--- config.mk ---
export PLATFORM = sky130hd
export DESIGN_NAME = cnt60_bcd
export DESIGN_NICKNAME = d
export VERILOG_FILES = /design/src/rtl/cnt60_bcd.sv
export SDC_FILE = /design/constraint.sdc
export NUM_CORES = 1
export LEC_CHECK = 0
export CORE_AREA = 4 4 41 43
export DETAILED_ROUTE_END_ITERATION = 7
export DIE_AREA = 0 0 45 47
export HOLD_SLACK_MARGIN = 0.08
export PLACE_DENSITY_LB_ADDON = 0.25
export SLEW_MARGIN = 20
export SYNTH_ARGS = -nofsm -noshare
export SYNTH_HDL_FRONTEND = slang
export SYNTH_SLANG_ARGS = --single-unit
--- constraint.sdc ---
create_clock -name Clk -period 1.7 [get_ports Clk]
set_clock_uncertainty 0.1 [all_clocks]
set_input_delay 0.255 -clock Clk [delete_from_list [all_inputs] [get_ports Clk]]
set_output_delay 0.255 -clock Clk [all_outputs]
set_load 0.05 [all_outputs]
--- src/rtl/cnt60_bcd.sv ---
// Two-digit BCD modulo-60 counter with synchronous range-checked preset and a
// cascadable combinational terminal count. Define CNT60_DOWN_EN to add the UP port and down counting.
module cnt60_bcd (
  input  logic       Clk,
  input  logic       MR,
  input  logic       EN,
  input  logic       LD,
  input  logic [2:0] D_TENS,
  input  logic [3:0] D_ONES,
`ifdef CNT60_DOWN_EN
  input  logic       UP,
`endif
  output logic [2:0] Q_TENS,
  output logic [3:0] Q_ONES,
  output logic       TC,
  output logic       ERR
);

  logic [2:0] tens_q, tens_d;
  logic [3:0] ones_q, ones_d;
  logic       err_q, err_d;
  logic       preset_ok;
  logic       at_max;
  logic       count_up;

  assign preset_ok = (D_TENS <= 3'd5) && (D_ONES <= 4'd9);
  assign at_max    = (tens_q == 3'd5) && (ones_q == 4'd9);

`ifdef CNT60_DOWN_EN
  logic at_min;
  assign at_min   = (tens_q == 3'd0) && (ones_q == 4'd0);
  assign count_up = UP;
`else
  assign count_up = 1'b1;
`endif

  always_comb begin
    // NOTE: every _d defaults to its _q first, so no path can infer a latch.
    tens_d = tens_q;
    ones_d = ones_q;
    err_d  = err_q;
    if (LD) begin
      if (preset_ok) begin
        tens_d = D_TENS;
        ones_d = D_ONES;
      end else begin
        err_d = 1'b1;
      end
    end else if (EN) begin
      if (count_up) begin
        if (ones_q == 4'd9) begin
          ones_d = 4'd0;
          tens_d = (tens_q == 3'd5) ? 3'd0 : tens_q + 3'd1;
        end else begin
          ones_d = ones_q + 4'd1;
        end
      end
`ifdef CNT60_DOWN_EN
      else begin
        if (ones_q == 4'd0) begin
          ones_d = 4'd9;
          tens_d = (tens_q == 3'd0) ? 3'd5 : tens_q - 3'd1;
        end else begin
          ones_d = ones_q - 4'd1;
        end
      end
`endif
    end
  end

  // NOTE: state uses non-blocking assignments and clears asynchronously on MR low.
  always_ff @(posedge Clk or negedge MR) begin
    if (!MR) begin
      tens_q <= 3'd0;
      ones_q <= 4'd0;
      err_q  <= 1'b0;
    end else begin
      tens_q <= tens_d;
      ones_q <= ones_d;
      err_q  <= err_d;
    end
  end

  // MR gating keeps TC low during reset even when the down decode (00) would match.
`ifdef CNT60_DOWN_EN
  assign TC = MR & EN & ~LD & (count_up ? at_max : at_min);
`else
  assign TC = MR & EN & ~LD & at_max;
`endif

  assign Q_TENS = tens_q;
  assign Q_ONES = ones_q;
  assign ERR    = err_q;

endmodule

==> results of run 1 <==
## power by group through the flow
stage | registers, µW | clock network [µW] | logic [µW]
detailed placement | 307 | 0 | 457
CTS | 304 | 155 | 457
floorplan | 432 | 0 | 140
global placement | 305 | 0 | 450
global route | 313 | 163 | 484
finish | 304 | 149 | 456
## state kept, by name, summed over array words and instances (netlist names)
register  flops
Q_ONES        4
Q_TENS        3
ERR           1
## area by class of cell
cell class	count	area [µm²]	share of cell area, %
sequential	8	205	24.3
multi-input combinational	46	329	39.0
inverter	3	11.3	1.34
timing repair buffer	26	256	30.4
tap	15	18.8	2.23
clock buffer	3	22.5	2.67
## timing repair
item | CTS | global route
endpoints found under the hold margin | 0 | 0
endpoints found under the setup margin | 1 | 1
resized for setup | 1 | 0
## how the worst max path moves through the flow
stage / endpoint / start / slack [ps]
after global routing: TC / Q_ONES[1] / -150
after floorplan: TC / Q_ONES[1] / -70
final: TC / Q_ONES[1] / -100
after global placement: TC / LD / -80
after CTS: TC / Q_ONES[1] / -110
after detailed placement: TC / LD / -110
## synthesized netlist by cell type
cell type  count  area [µm²]
dfrtp_1        8         200
nand2b_1       2        12.5
o21a_1         1        7.51
o211ai_1       1        7.51
and2_4         1        8.76
nor4bb_1       1        10.0
and2b_4        1        10.0
o21ai_0        1        5.00
nand2_1        8        30.0
and4bb_4       1        16.3
a2bb2oi_2      1        15.0
nand4_1        1        6.26
a21oi_1        5        25.0
nor2b_1        1        6.26
nand3_2        1        10.0
inv_1          3        11.3
a21o_1         1        7.51
o22ai_1        2        12.5
a21bo_2        1        10.0
nand3_1        1        5.00
a21oi_2        1        8.76
o221a_1        1        11.3
nor3_1         1        5.00
o2bb2ai_1      2        17.5
nor4b_1        1        8.76
nor2_1         3        11.3
o21ai_2        1        8.76
nand3b_1       1        7.51
a211oi_1       1        7.51
o21ai_1        2        10.0
a31o_2         1        8.76
buf_2          1        5.00
## cell families (layout without fill, tap and decap cells)
family          after synthesis  after routing  share of synthesized area (%)
buf+inv                       4             32                           3.09
flops                         8              8                           38.0
compound gates               22             22                           30.9
simple gates                 24             24                           28.0
## layer usage
metal  up-vias  part of all wire (%)
met4         0                  0.85
met2        12                    51
met3         2                   5.2
met5         -                     0
li1        275                     -
met1       253                    43
## cell usage in the layout (no fill, tap or decap), drive strengths merged, types with 2 or more instances in the layout
master | netlist | final
buf | 1 | 16
clkdlybuf4s50 | 0 | 9
nand2 | 8 | 8
dfrtp | 8 | 8
a21oi | 6 | 6
o21ai | 4 | 4
inv | 3 | 3
nor2 | 3 | 3
clkbuf | 0 | 3
nand2b | 2 | 2
o2bb2ai | 2 | 2
o22ai | 2 | 2
nand3 | 2 | 2
## per-stage QoR
step           total power (µW)  instances  hold WS, ps
2_1_floorplan               571         58         -141
3_3_place_gp                756         98          348
3_5_place_dp                764         98          349
4_1_cts                     916        101          203
5_1_grt                     960        101          225
6_report                    909        101          209
==> impl_metrics.tcl, run 1 <==
set metrics [dict create \
    placed_area_um2 822 \
    final_hold_viol_count 0 \
    antenna_found_initial 0 \
    gp_congestion 0.875 \
    layout_setup_ws_ps -97.4 \
    layout_worst_path_cycle_share_pct 106 \
    critical_path_class "reg2out" \
    crit_fanout 6 \
    port_buffers 19 \
    power_switching_uw 397 \
    die_h_um 47 \
    setup_violations 1 \
    cts_root_buf "clkbuf_4" \
    drc_errors 0 \
    ant_nets 0 \
    cts_sinks 8 \
    postSynthCellCount 58 \
    ys_seq_area_share_pct 38.0 \
    hp-class "in2async" \
    max_freq_mhz 556 \
    syn-cell-area_um2 527 \
    use_met1_pct 20.0 \
    rows 13 \
    fp.dieW_um 45 \
    syn_area_per_cell_um2 9.08 \
    grt.busiest_layer "met2" \
    die_area_mm2 0.00212 \
    r2r_end "Q_TENS[2]" \
    pre_cts_ws_ps -113 \
    nets 99 \
    peakVddDrop_mv 0.688 \
    synth_nets 69 \
    pwr-share-comb_pct 50.1 \
    grt_pass1_wl_mm 2.57 \
    switching_share_pct 43.7 \
    crit_path_start_kind "register" \
    io_pins 20 \
    postCtsSetupRepairBufs 0 \
    drv_slew 0 \
    leakage_uw 0.000349 \
    grtUsageMet3_pct 6.51 \
    holdBufCountCts 0 \
    wire_per_inst_um 15.1 \
    ys_warn_count 0 \
    final_cell_area_um2 843 \
    cp.arrival_ps 1440 \
    ys_types 32 \
    power_density_mw_per_mm2 1080 \
    reg2regPathDepth 5 \
    endpoint_kind "output port" \
    rsz0062_at_grt "yes" \
    first_pass_iters 4 \
    cp.depth 4 \
    slowest_stage "dfrtp_2" \
    htreeDepth 1 \
    p_int_uw 512 \
    layout-drive-gt1-share_pct 38.4 \
    path_clk_slew_ps 60 \
    slew_headroom_pct 80.6 \
    wl_mm 1.53 \
    cp_slowest_stage_delay_ps 440 \
    clkPwrFrac_pct 16.4 \
    clock_latency_ps 260 \
    tns_ps -97.4 \
    overflow 0 \
    critical_path_buf_inv_count 1 \
    coreArea_mm2 0.00130 \
    drv_cap 0 \
    track_usage_pct 17.8 \
    fill_cells 114 \
    cts_max_path_buffers 2 \
    post-route-min-period_ps 1800 \
    crit_family "simple AND/OR/NAND/NOR gates" \
    reg2reg_from "Q_ONES[1]" \
    vias 542 \
    cts_tree "done" \
    sequentialPowerShare_pct 33.4 \
    grt_pass1_vias 550 \
    worst_pin_slew_ps 287 \
    worstPathRequired_ps 1340 \
    synth_seq_cells 8 \
    viasPerCell 5.37 \
    ff2ff_setup_slack_ps 210 \
    crit_chain "and4bb_4 > nand3_4 > nor3_4 > buf_12" \
    dp_hpwl_mm 1.23 \
    violations "setup timing" \
    drt_iter0_markers 8 \
    initial_core_util_pct 40.5 \
    status "finished, violations left" \
    cts_made_buffers 3 \
    diodes 0 \
    post-route-util_pct 64.8 \
    use_met2_pct 29.1 \
    syn_to_final_growth_pct 60.1 \
    grt_max_degree 10 \
]
Power figures use the tool's default switching activity.
==> run 2: changes to the inputs <==
--- a/config.mk
+++ b/config.mk
@@ -5,9 +5,10 @@
 export SDC_FILE = /design/constraint.sdc
 export NUM_CORES = 1
 export LEC_CHECK = 0
-export CORE_AREA = 4 4 41 43
+export CORE_AREA = 2 2 39 41
+export CTS_CLUSTER_DIAMETER = 200
 export DETAILED_ROUTE_END_ITERATION = 7
-export DIE_AREA = 0 0 45 47
+export DIE_AREA = 0 0 41 43
 export HOLD_SLACK_MARGIN = 0.08
 export PLACE_DENSITY_LB_ADDON = 0.25
 export SLEW_MARGIN = 20
==> run 2 against run 1 <==
The flow still finishes with violations (setup timing). Count of clock-buffer cells in the layout unchanged. Fmax increased by 3.2%. Routed wire length decreased by 2.2%. Global-route usage increased by 3.6 points. Die area decreased by 17%. Critical endpoint unchanged. Largest power group unchanged.
==> impl_metrics.tcl, run 2 (synthesis gave the netlist of run 1 again) <==
set metrics [dict create \
    final_hold_viol_count 0 \
    coreArea_mm2 0.00138 \
    track_usage_pct 21.4 \
    nets 101 \
    path_clk_slew_ps 70 \
    drt_iter0_markers 10 \
    drv_slew 0 \
    drv_cap 0 \
    slew_headroom_pct 81.8 \
    finalNonFillerCells 104 \
    critical_path_class "reg2out" \
    r2r_end "Q_TENS[2]" \
    fill_cells 133 \
    violations "setup timing" \
    die_area_mm2 0.00176 \
    wl_mm 1.49 \
    peakVddDrop_mv 0.590 \
    ant_nets 0 \
    cp.depth 4 \
    port_buffers 19 \
    die_h_um 43 \
    rows 14 \
    gp_congestion 0.879 \
    crit_fanout 2 \
    setup_violations 1 \
    reg2regPathDepth 6 \
    worst_pin_slew_ps 272 \
    crit_chain "and4bb_4 > nand3_4 > nor3_4 > buf_12" \
    cts_sinks 8 \
    reg2reg_from "Q_ONES[1]" \
    cts_made_buffers 3 \
    crit_family "simple AND/OR/NAND/NOR gates" \
    cp_slowest_stage_delay_ps 410 \
    critical_path_buf_inv_count 1 \
    antenna_found_initial 0 \
    rsz0062_at_grt "yes" \
    grt_max_degree 14 \
    first_pass_iters 4 \
    dp_hpwl_mm 1.16 \
    cts_max_path_buffers 2 \
    pre_cts_ws_ps -119 \
    slowest_stage "dfrtp_2" \
    max_freq_mhz 574 \
    cts_tree "done" \
    cp.arrival_ps 1390 \
    grt_pass1_vias 567 \
    crit_path_start_kind "register" \
    leakage_uw 0.000364 \
    htreeDepth 1 \
    layout_worst_path_cycle_share_pct 102 \
    syn_to_final_growth_pct 65.3 \
    ff2ff_setup_slack_ps 160 \
    power_density_mw_per_mm2 1090 \
    status "finished, violations left" \
    layout_setup_ws_ps -41.4 \
    viasPerCell 5.73 \
    final_common_cell "buf_4" \
    layout-drive-gt1-share_pct 39.8 \
    hp-class "in2async" \
    grt_pass1_wl_mm 2.47 \
    wire_per_inst_um 14.4 \
    clock_latency_ps 270 \
    fp.dieW_um 41 \
    io_pins 20 \
    endpoint_kind "output port" \
    drc_errors 0 \
    overflow 0 \
    initial_core_util_pct 38.1 \
    mostFrequentLayoutCells "14 x buf_4, 8 x nand2_1, 8 x clkdlybuf4s50_1" \
    largest_reg_flops 4 \
    post-route-min-period_ps 1740 \
    place_inst 98 \
    cts_root_buf "clkbuf_4" \
    worstPathRequired_ps 1340 \
    diodes 0 \
    vias 596 \
]
## run 2: cell count changes in the layout (fill, tap and decap cells not counted)
cell	change
buf_12	+1
buf_4	+1
clkdlybuf4s50_1	-1
dlygate4sd2_1	+1
## run 2: worst max path at each step
stage                          from  end  slack [ps]
final                     Q_ONES[1]   TC         -40
after global placement           EN   TC        -110
after detailed placement         EN   TC        -120
after CTS                 Q_ONES[1]   TC        -110
after global routing      Q_ONES[1]   TC        -110
after floorplan           Q_ONES[1]   TC         -70
## run 2: power breakdown
part | internal (µW) | switching, µW
Combinational | 223 | 278
Sequential | 234 | 57.2
Clock | 81.3 | 74.4
Total | 538 | 410
## run 2: area by class of cell
| class | count | area, µm² | share of cell area (%) |
|---|---|---|---|
| Multi-Input combinational cell | 46 | 329 | 37.8 |
| Timing Repair Buffer | 28 | 283 | 32.5 |
| Sequential cell | 8 | 205 | 23.6 |
| Clock buffer | 3 | 22.5 | 2.59 |
| Tap cell | 16 | 20.0 | 2.30 |
| Inverter | 3 | 11.3 | 1.29 |
## run 2: through the flow
step | setup TNS [ps] | power [µW] | cell area (µm²) | utilization [%] | hold slack (ps)
2_1_floorplan | -65.5 | 571 | 551 | - | -141
3_3_place_gp | -368 | 778 | 828 | 59.9 | 343
3_5_place_dp | -661 | 786 | 828 | 59.9 | 354
4_1_cts | -112 | 956 | 871 | 62.9 | 250
5_1_grt | -114 | 1010 | 871 | 62.9 | 262
6_report | -41.4 | 948 | 871 | 62.9 | 254
## run 2: what timing repair did
item                                    in CTS  in global routing
endpoints found under the setup margin       1                  1
buffers inserted                             3                  0
endpoints found under the hold margin        0                  0
hold buffers                                 0                  0
resized for setup                            2                  0
pin swaps                                    2                  1
## run 2: worst register-to-register path, delay by kind of cell (launching register included)
| family | cells | cell delay (ps) |
|---|---|---|
| buf+inv | 2 | 270 |
| compound gates | 1 | 110 |
| flops | 1 | 410 |
| simple gates | 3 | 530 |
## run 2: routing by layer
| metal | global-route usage [%] | part of all wire, % |
|---|---|---|
| met1 | 25.4 | 39 |
| met2 | 31.6 | 49 |
| met3 | 5.76 | 6.8 |
| met4 | 14.7 | 4.3 |
| met5 | 0 | 0 |
